===== src/rtl/tone_scheduler.sv =====
// Fixed-priority arbiter that shares one square-wave tone generator between
// several note requesters, with ms timing, optional pre-emption and a silent gap.
module tone_scheduler #(
    parameter int NUM_REQ = 4,
    parameter int FREQ_W  = 10,
    parameter int DUR_W   = 10,
    parameter int GAP_MS  = 20,
    parameter int PREEMPT = 1
) (
    input  logic                        clk,
    input  logic                        rst,
    input  logic [15:0]                 ticks_per_milli,
    input  logic [NUM_REQ-1:0]          req,
    input  logic [NUM_REQ*FREQ_W-1:0]   req_freq,
    input  logic [NUM_REQ*DUR_W-1:0]    req_dur,
    input  logic                        mute,
    output logic [NUM_REQ-1:0]          ack,
    output logic [NUM_REQ-1:0]          done,
    output logic [NUM_REQ-1:0]          aborted,
    output logic [FREQ_W-1:0]           freq,
    output logic                        busy,
    output logic [$clog2(NUM_REQ)-1:0]  owner
);
    localparam int OW = $clog2(NUM_REQ);
    localparam int GW = (GAP_MS > 1) ? $clog2(GAP_MS + 1) : 1;

    typedef enum logic [1:0] {IDLE, PLAY, GAP} state_t;

    state_t              state, state_n;
    logic [15:0]         tick_cnt, tick_cnt_n;
    logic [DUR_W-1:0]    remaining, remaining_n;
    logic [GW-1:0]       gap_cnt, gap_cnt_n;
    logic [FREQ_W-1:0]   freq_l, freq_l_n, freq_n;
    logic [NUM_REQ-1:0]  ack_n, done_n, aborted_n;
    logic                busy_n;
    logic [OW-1:0]       owner_n;

    logic [15:0]         tpm_m1;
    logic                ms_tick;
    logic [NUM_REQ-1:0]  elig;
    logic                any_elig;
    logic [OW-1:0]       g;
    logic [FREQ_W-1:0]   g_freq;
    logic [DUR_W-1:0]    g_dur;
    logic                accept;

    // >= rather than == so a shrinking ticks_per_milli still wraps promptly
    assign tpm_m1  = (ticks_per_milli == 16'd0) ? 16'd0 : ticks_per_milli - 16'd1;
    assign ms_tick = (tick_cnt >= tpm_m1);

    // A requester is blind for the cycle its ack is visible, so a held req
    // is not counted twice.
    assign elig = req & ~ack;

    always_comb begin
        any_elig = 1'b0;
        g        = '0;
        for (int i = NUM_REQ - 1; i >= 0; i--) begin
            if (elig[i]) begin
                any_elig = 1'b1;
                g        = OW'(i);
            end
        end
    end

    assign g_freq = req_freq[int'(g)*FREQ_W +: FREQ_W];
    assign g_dur  = req_dur[int'(g)*DUR_W +: DUR_W];

    always_ff @(posedge clk) begin
        if (rst) begin
            state     <= IDLE;
            tick_cnt  <= '0;
            remaining <= '0;
            gap_cnt   <= '0;
            freq_l    <= '0;
            ack       <= '0;
            done      <= '0;
            aborted   <= '0;
            freq      <= '0;
            busy      <= 1'b0;
            owner     <= '0;
        end else begin
            state     <= state_n;
            tick_cnt  <= tick_cnt_n;
            remaining <= remaining_n;
            gap_cnt   <= gap_cnt_n;
            freq_l    <= freq_l_n;
            ack       <= ack_n;
            done      <= done_n;
            aborted   <= aborted_n;
            freq      <= freq_n;
            busy      <= busy_n;
            owner     <= owner_n;
        end
    end

    always_comb begin
        state_n     = state;
        tick_cnt_n  = tick_cnt;
        remaining_n = remaining;
        gap_cnt_n   = gap_cnt;
        freq_l_n    = freq_l;
        ack_n       = '0;
        done_n      = '0;
        aborted_n   = '0;
        freq_n      = '0;
        busy_n      = busy;
        owner_n     = owner;
        accept      = 1'b0;

        case (state)
            IDLE: begin
                tick_cnt_n = '0;
                accept     = any_elig;
            end
            PLAY: begin
                tick_cnt_n = ms_tick ? 16'd0 : tick_cnt + 16'd1;
                freq_n     = mute ? '0 : freq_l;
                // completion takes precedence over a same-cycle pre-emption
                if (ms_tick && remaining == DUR_W'(1)) begin
                    freq_n       = '0;
                    remaining_n  = '0;
                    done_n[owner] = 1'b1;
                    if (GAP_MS == 0) begin
                        state_n = IDLE;
                        busy_n  = 1'b0;
                    end else begin
                        state_n   = GAP;
                        gap_cnt_n = GW'(GAP_MS);
                    end
                end else if (PREEMPT != 0 && any_elig && g < owner) begin
                    accept           = 1'b1;
                    aborted_n[owner] = 1'b1;
                end else if (ms_tick) begin
                    remaining_n = remaining - DUR_W'(1);
                end
            end
            GAP: begin
                tick_cnt_n = ms_tick ? 16'd0 : tick_cnt + 16'd1;
                if (ms_tick) begin
                    if (gap_cnt <= GW'(1)) begin
                        gap_cnt_n = '0;
                        state_n   = IDLE;
                        busy_n    = 1'b0;
                    end else begin
                        gap_cnt_n = gap_cnt - GW'(1);
                    end
                end
            end
            default: state_n = IDLE;
        endcase

        if (accept) begin
            ack_n[g]    = 1'b1;
            owner_n     = g;
            tick_cnt_n  = '0;
            freq_l_n    = g_freq;
            remaining_n = g_dur;
            // zero-length note: acknowledged and finished at once, never audible
            if (g_dur == '0) begin
                done_n[g] = 1'b1;
                freq_n    = '0;
                state_n   = IDLE;
                busy_n    = 1'b0;
            end else begin
                freq_n  = mute ? '0 : g_freq;
                state_n = PLAY;
                busy_n  = 1'b1;
            end
        end
    end

endmodule


===== config.mk =====
export PLATFORM = sky130hd
export DESIGN_NAME = tone_scheduler
export DESIGN_NICKNAME = d
export VERILOG_FILES = /design/src/rtl/tone_scheduler.sv
export SDC_FILE = /design/constraint.sdc
export NUM_CORES = 1
export LEC_CHECK = 0
export CAP_MARGIN = 25
export CORE_ASPECT_RATIO = 0.7
export CORE_MARGIN = 2
export CORE_UTILIZATION = 55
export CTS_CLUSTER_DIAMETER = 150
export CTS_CLUSTER_SIZE = 14
export DETAILED_ROUTE_END_ITERATION = 6
export DONT_BUFFER_PORTS = 1
export GPL_ROUTABILITY_DRIVEN = 0
export HOLD_SLACK_MARGIN = 0.1
export PLACE_DENSITY_LB_ADDON = 0.1
export SKIP_CTS_REPAIR_TIMING = 1
export SLEW_MARGIN = 20
export SYNTH_ARGS = -nofsm -noshare
export SYNTH_HDL_FRONTEND = slang
export SYNTH_SLANG_ARGS = --single-unit

===== constraint.sdc =====
create_clock -name clk -period 5.4 [get_ports clk]
set_clock_uncertainty 0.05 [all_clocks]
set_input_delay 0.54 -clock clk [delete_from_list [all_inputs] [get_ports clk]]
set_output_delay 0.54 -clock clk [all_outputs]
set_load 0.01 [all_outputs]

==> metrics.yaml <==
die:
  fp.dieArea_um2: 8900
  die_height_um: 79.5
  die-width_um: 112
  io_pins: 128
  core_area_um2: 7870
  std_cell_rows: 27
  start_util_pct: 57.0
clock_network:
  cts_tree: "done"
  cts_root_buffer: "clkbuf_16"
  clock_insertion_delay_worst_skew_ns: 0.33
  cts-buffers-inserted: 9
  clkSlewWorstSetupHoldPaths_ns: 0.06
  clkSinkCount: 68
  htree_levels: 3
  clock_tree.buffer_depth: 2
setup_path:
  critPathRequiredTime_ns: 5.60
  endpoint_kind: "register"
  crit-reg2reg-capture: "tick_cnt[1]"
  timing.setup.critical_path_class: "in2reg"
  crit_path_frequent_cell: "or4_1"
  delay_of_the_slowest_cell_on_the_worst_path_ns: 0.68
  reg2reg_slack_ns: 1.90
  worst_ep_arrival_time_ns: 4.80
  timing.reg2reg.worst_path_depth: 9
  critical_path.cell_chain: "or4_1, or3_1, nor4_1, nand3_1, xnor2_1, nand2_1, ha_1, and4_1, nand4_1, or4_1, a31oi_4, o21ai_2, nand2b_1, a21oi_1"
  timing.critical_path.fanout_max: 16
  cp-start-kind: "input pin"
  timing.rr.start: "ack[2]"
  worst_path_max_delay_cell: "or4_1"
logic_synthesis:
  ys_seq_area_share_pct: 30.4
  yosys_warnings: 0
  mappedNetlistArea_um2: 4480
  synth_top_area_share_pct: 30.4
  synth_enable_flop_cells: 0
  async_flop_share_pct: 0
  synth_top_flop_cell: "dfxtp_1"
  post_synth_num_cell_types: 71
  synthesis.area_per_instance_um2: 7.98
  synthesis.instances: 562
  synthesis.nets: 694
  yosys_register_bits: 68
  synth_top_cell_by_area: "dfxtp_1"
  synth_area_leaders: "dfxtp_1 (30%), ha_1 (8.1%), nand2_1 (6.9%)"
layout:
  most_common_cell_after_layout_fill_and_taps_aside: "nand2_1"
  insertedDiodeCount: 0
  utilization_pct: 61.1
  layout.nets: 684
  area.growth.synth_to_final_pct: 7.26
  drive_above_1_share_pct: 7.18
  mostFrequentLayoutCells: "nand2_1 (83), dfxtp_1 (68), nor2_1 (54), a21oi_1 (34), ha_1 (29)"
routing:
  drt-wirelength-per-cell_um: 17.3
  wl_met3_um: 863
  routed-wl-met2_um: 4810
  drt_first_pass_iters: 7
  postRouteWirelength_um: 11400
  post_drt_via_cell_ratio: 6.45
  vias: 4241
  drcViolationCount: 1
  routedLengthMet1_um: 5610
  route.antenna.remaining_nets: 0
  dr.max_layer_used: "met4"
  drt_iter0_markers: 319
timing:
  fmaxAchievable_ghz: 0.217
  final-max-slew-violation-count: 0
  final_period_minus_worst_setup_slack_ns: 4.61
  worst_slew_pin_slew_ns: 0.946
  grt_setup_unrepaired: "false"
  timing.final.hold_violations: 0
  setup_viol: 0
  slew_headroom_pct: 36.4
  period_share_pct: 85.3
  fin_setup_tns_ns: 0
global_routing:
  total_grt_overflow: 0
  first_global_vias: 3770
  track_usage_pct: 25.0
  global_route_wire_length_before_repair_um: 18100
  grt_start_max_net_pins: 30
  initial_antenna_violation_count: 0
placed_design:
  detailedPlacementHpwl_um: 8710
  buffer_ports.inserted: 0
status:
  status: "complete, but fails checks"
  violated_checks: "DRC"
pwr:
  clockPowerShare_pct: 29.2
  static-leakage-power_nw: 1.91
  worst_ir_drop_vdd_uv: 299
  combinational_fraction_of_design_power_pct: 35.5
  power_density_nw_per_um2: 388
  p_seq_share_pct: 35.2
  internal_power_mw: 1.15
  netSwitchingPower_mw: 0.715
  swShare_pct: 38.4
hold_path:
  hold-path-cell-count: 1
  worstHoldStart: "rst"
  hold_path.class: "in2reg"
  hold_end: "freq_l[9]"
job:
  max_cap_viols: 0
-- critical path: cells and delay by family --
kind                       cells  cell delay [ns]
AOI/OAI and AO/OA              3             0.81
xor gates and xnor gates       1             0.17
adders and majority gates      1             0.32
and+or+nand+nor                9             2.97
-- worst max path at each step --
stage,startpoint,endpoint,slack (ns),cells after the start
after floorplan,ticks_per_milli[9],state[0],1.00,16
after global placement,ticks_per_milli[9],tick_cnt[10],0.65,14
after detailed placement,ticks_per_milli[9],tick_cnt[8],0.46,14
after CTS,ticks_per_milli[9],tick_cnt[8],0.80,14
after global routing,ticks_per_milli[9],tick_cnt[8],0.42,14
final,ticks_per_milli[9],tick_cnt[8],0.79,14
-- kinds of logic after synthesis --
| kind of cell | synth area share (%) |
|---|---|
| compound gates | 22.0 |
| xor+xnor | 2.54 |
| fa+ha+maj | 8.09 |
| buf+inv | 4.35 |
| flops | 30.4 |
| mux | 3.38 |
| simple gates | 29.3 |
-- sequential cells by signal (all words and copies together), names as in the netlist --
signal / count
freq: 10
freq_l: 10
aborted: 4
owner: 2
gap_cnt: 5
tick_cnt: 16
remaining: 10
done: 4
busy: 1
state: 2
ack: 4
-- Yosys cell counts (all sizes together) (3+ instances only) --
cell type   n
o32ai       3
a31oi       4
a221oi      4
nand2b     11
nand3      19
a21boi      3
a22o       12
a21o        3
a22oi       5
and2        3
nor3       20
clkbuf     18
inv        16
nor2       54
a21oi      35
and3        9
mux2i      14
o21ai      25
or3         6
a311o       3
xor2       10
nand4       6
nor4       18
buf         9
or4         3
a221o       3
nand3b     12
dfxtp      68
o32a        3
nand2      83
a222oi     11
ha         29
nor2b       9
xnor2       3
-- routing by layer --
metal | vias to the layer above | GRT usage (%)
met5 | - | 0
met4 | 0 | 5.31
met3 | 17 | 5.85
met2 | 188 | 37.1
met1 | 1983 | 36.9
li1 | 2053 | -
-- area by class of cell --
class                      count  area [µm²]
timing repair buffer           6        45.0
multi-input combinational    451        2940
inverter                      16        60.1
sequential                    68        1360
tap                          101         126
clock inverter                 6        38.8
fill                         707        3060
clock buffer                  10         239
-- metrics by stage --
stage	power, mW	cell area (µm²)	hold WS [ns]	std cells	worst slack [ns]
3_5_place_dp	1.32	4530	0.411	642	0.457
6_report	1.86	4810	0.234	658	0.793
5_1_grt	1.97	4810	0.222	658	0.419
4_1_cts	1.86	4810	0.217	658	0.799
3_3_place_gp	1.31	4530	0.403	642	0.653
2_1_floorplan	1.19	4480	0.395	562	1.00
-- power groups by stage --
stage	registers [mW]	logic, mW	clock network [mW]
3_5_place_dp	0.666	0.652	0
2_1_floorplan	0.645	0.544	0
5_1_grt	0.668	0.734	0.572
6_report	0.657	0.663	0.545
4_1_cts	0.656	0.655	0.553
3_3_place_gp	0.666	0.642	0
(Power assumes the default switching activity.)
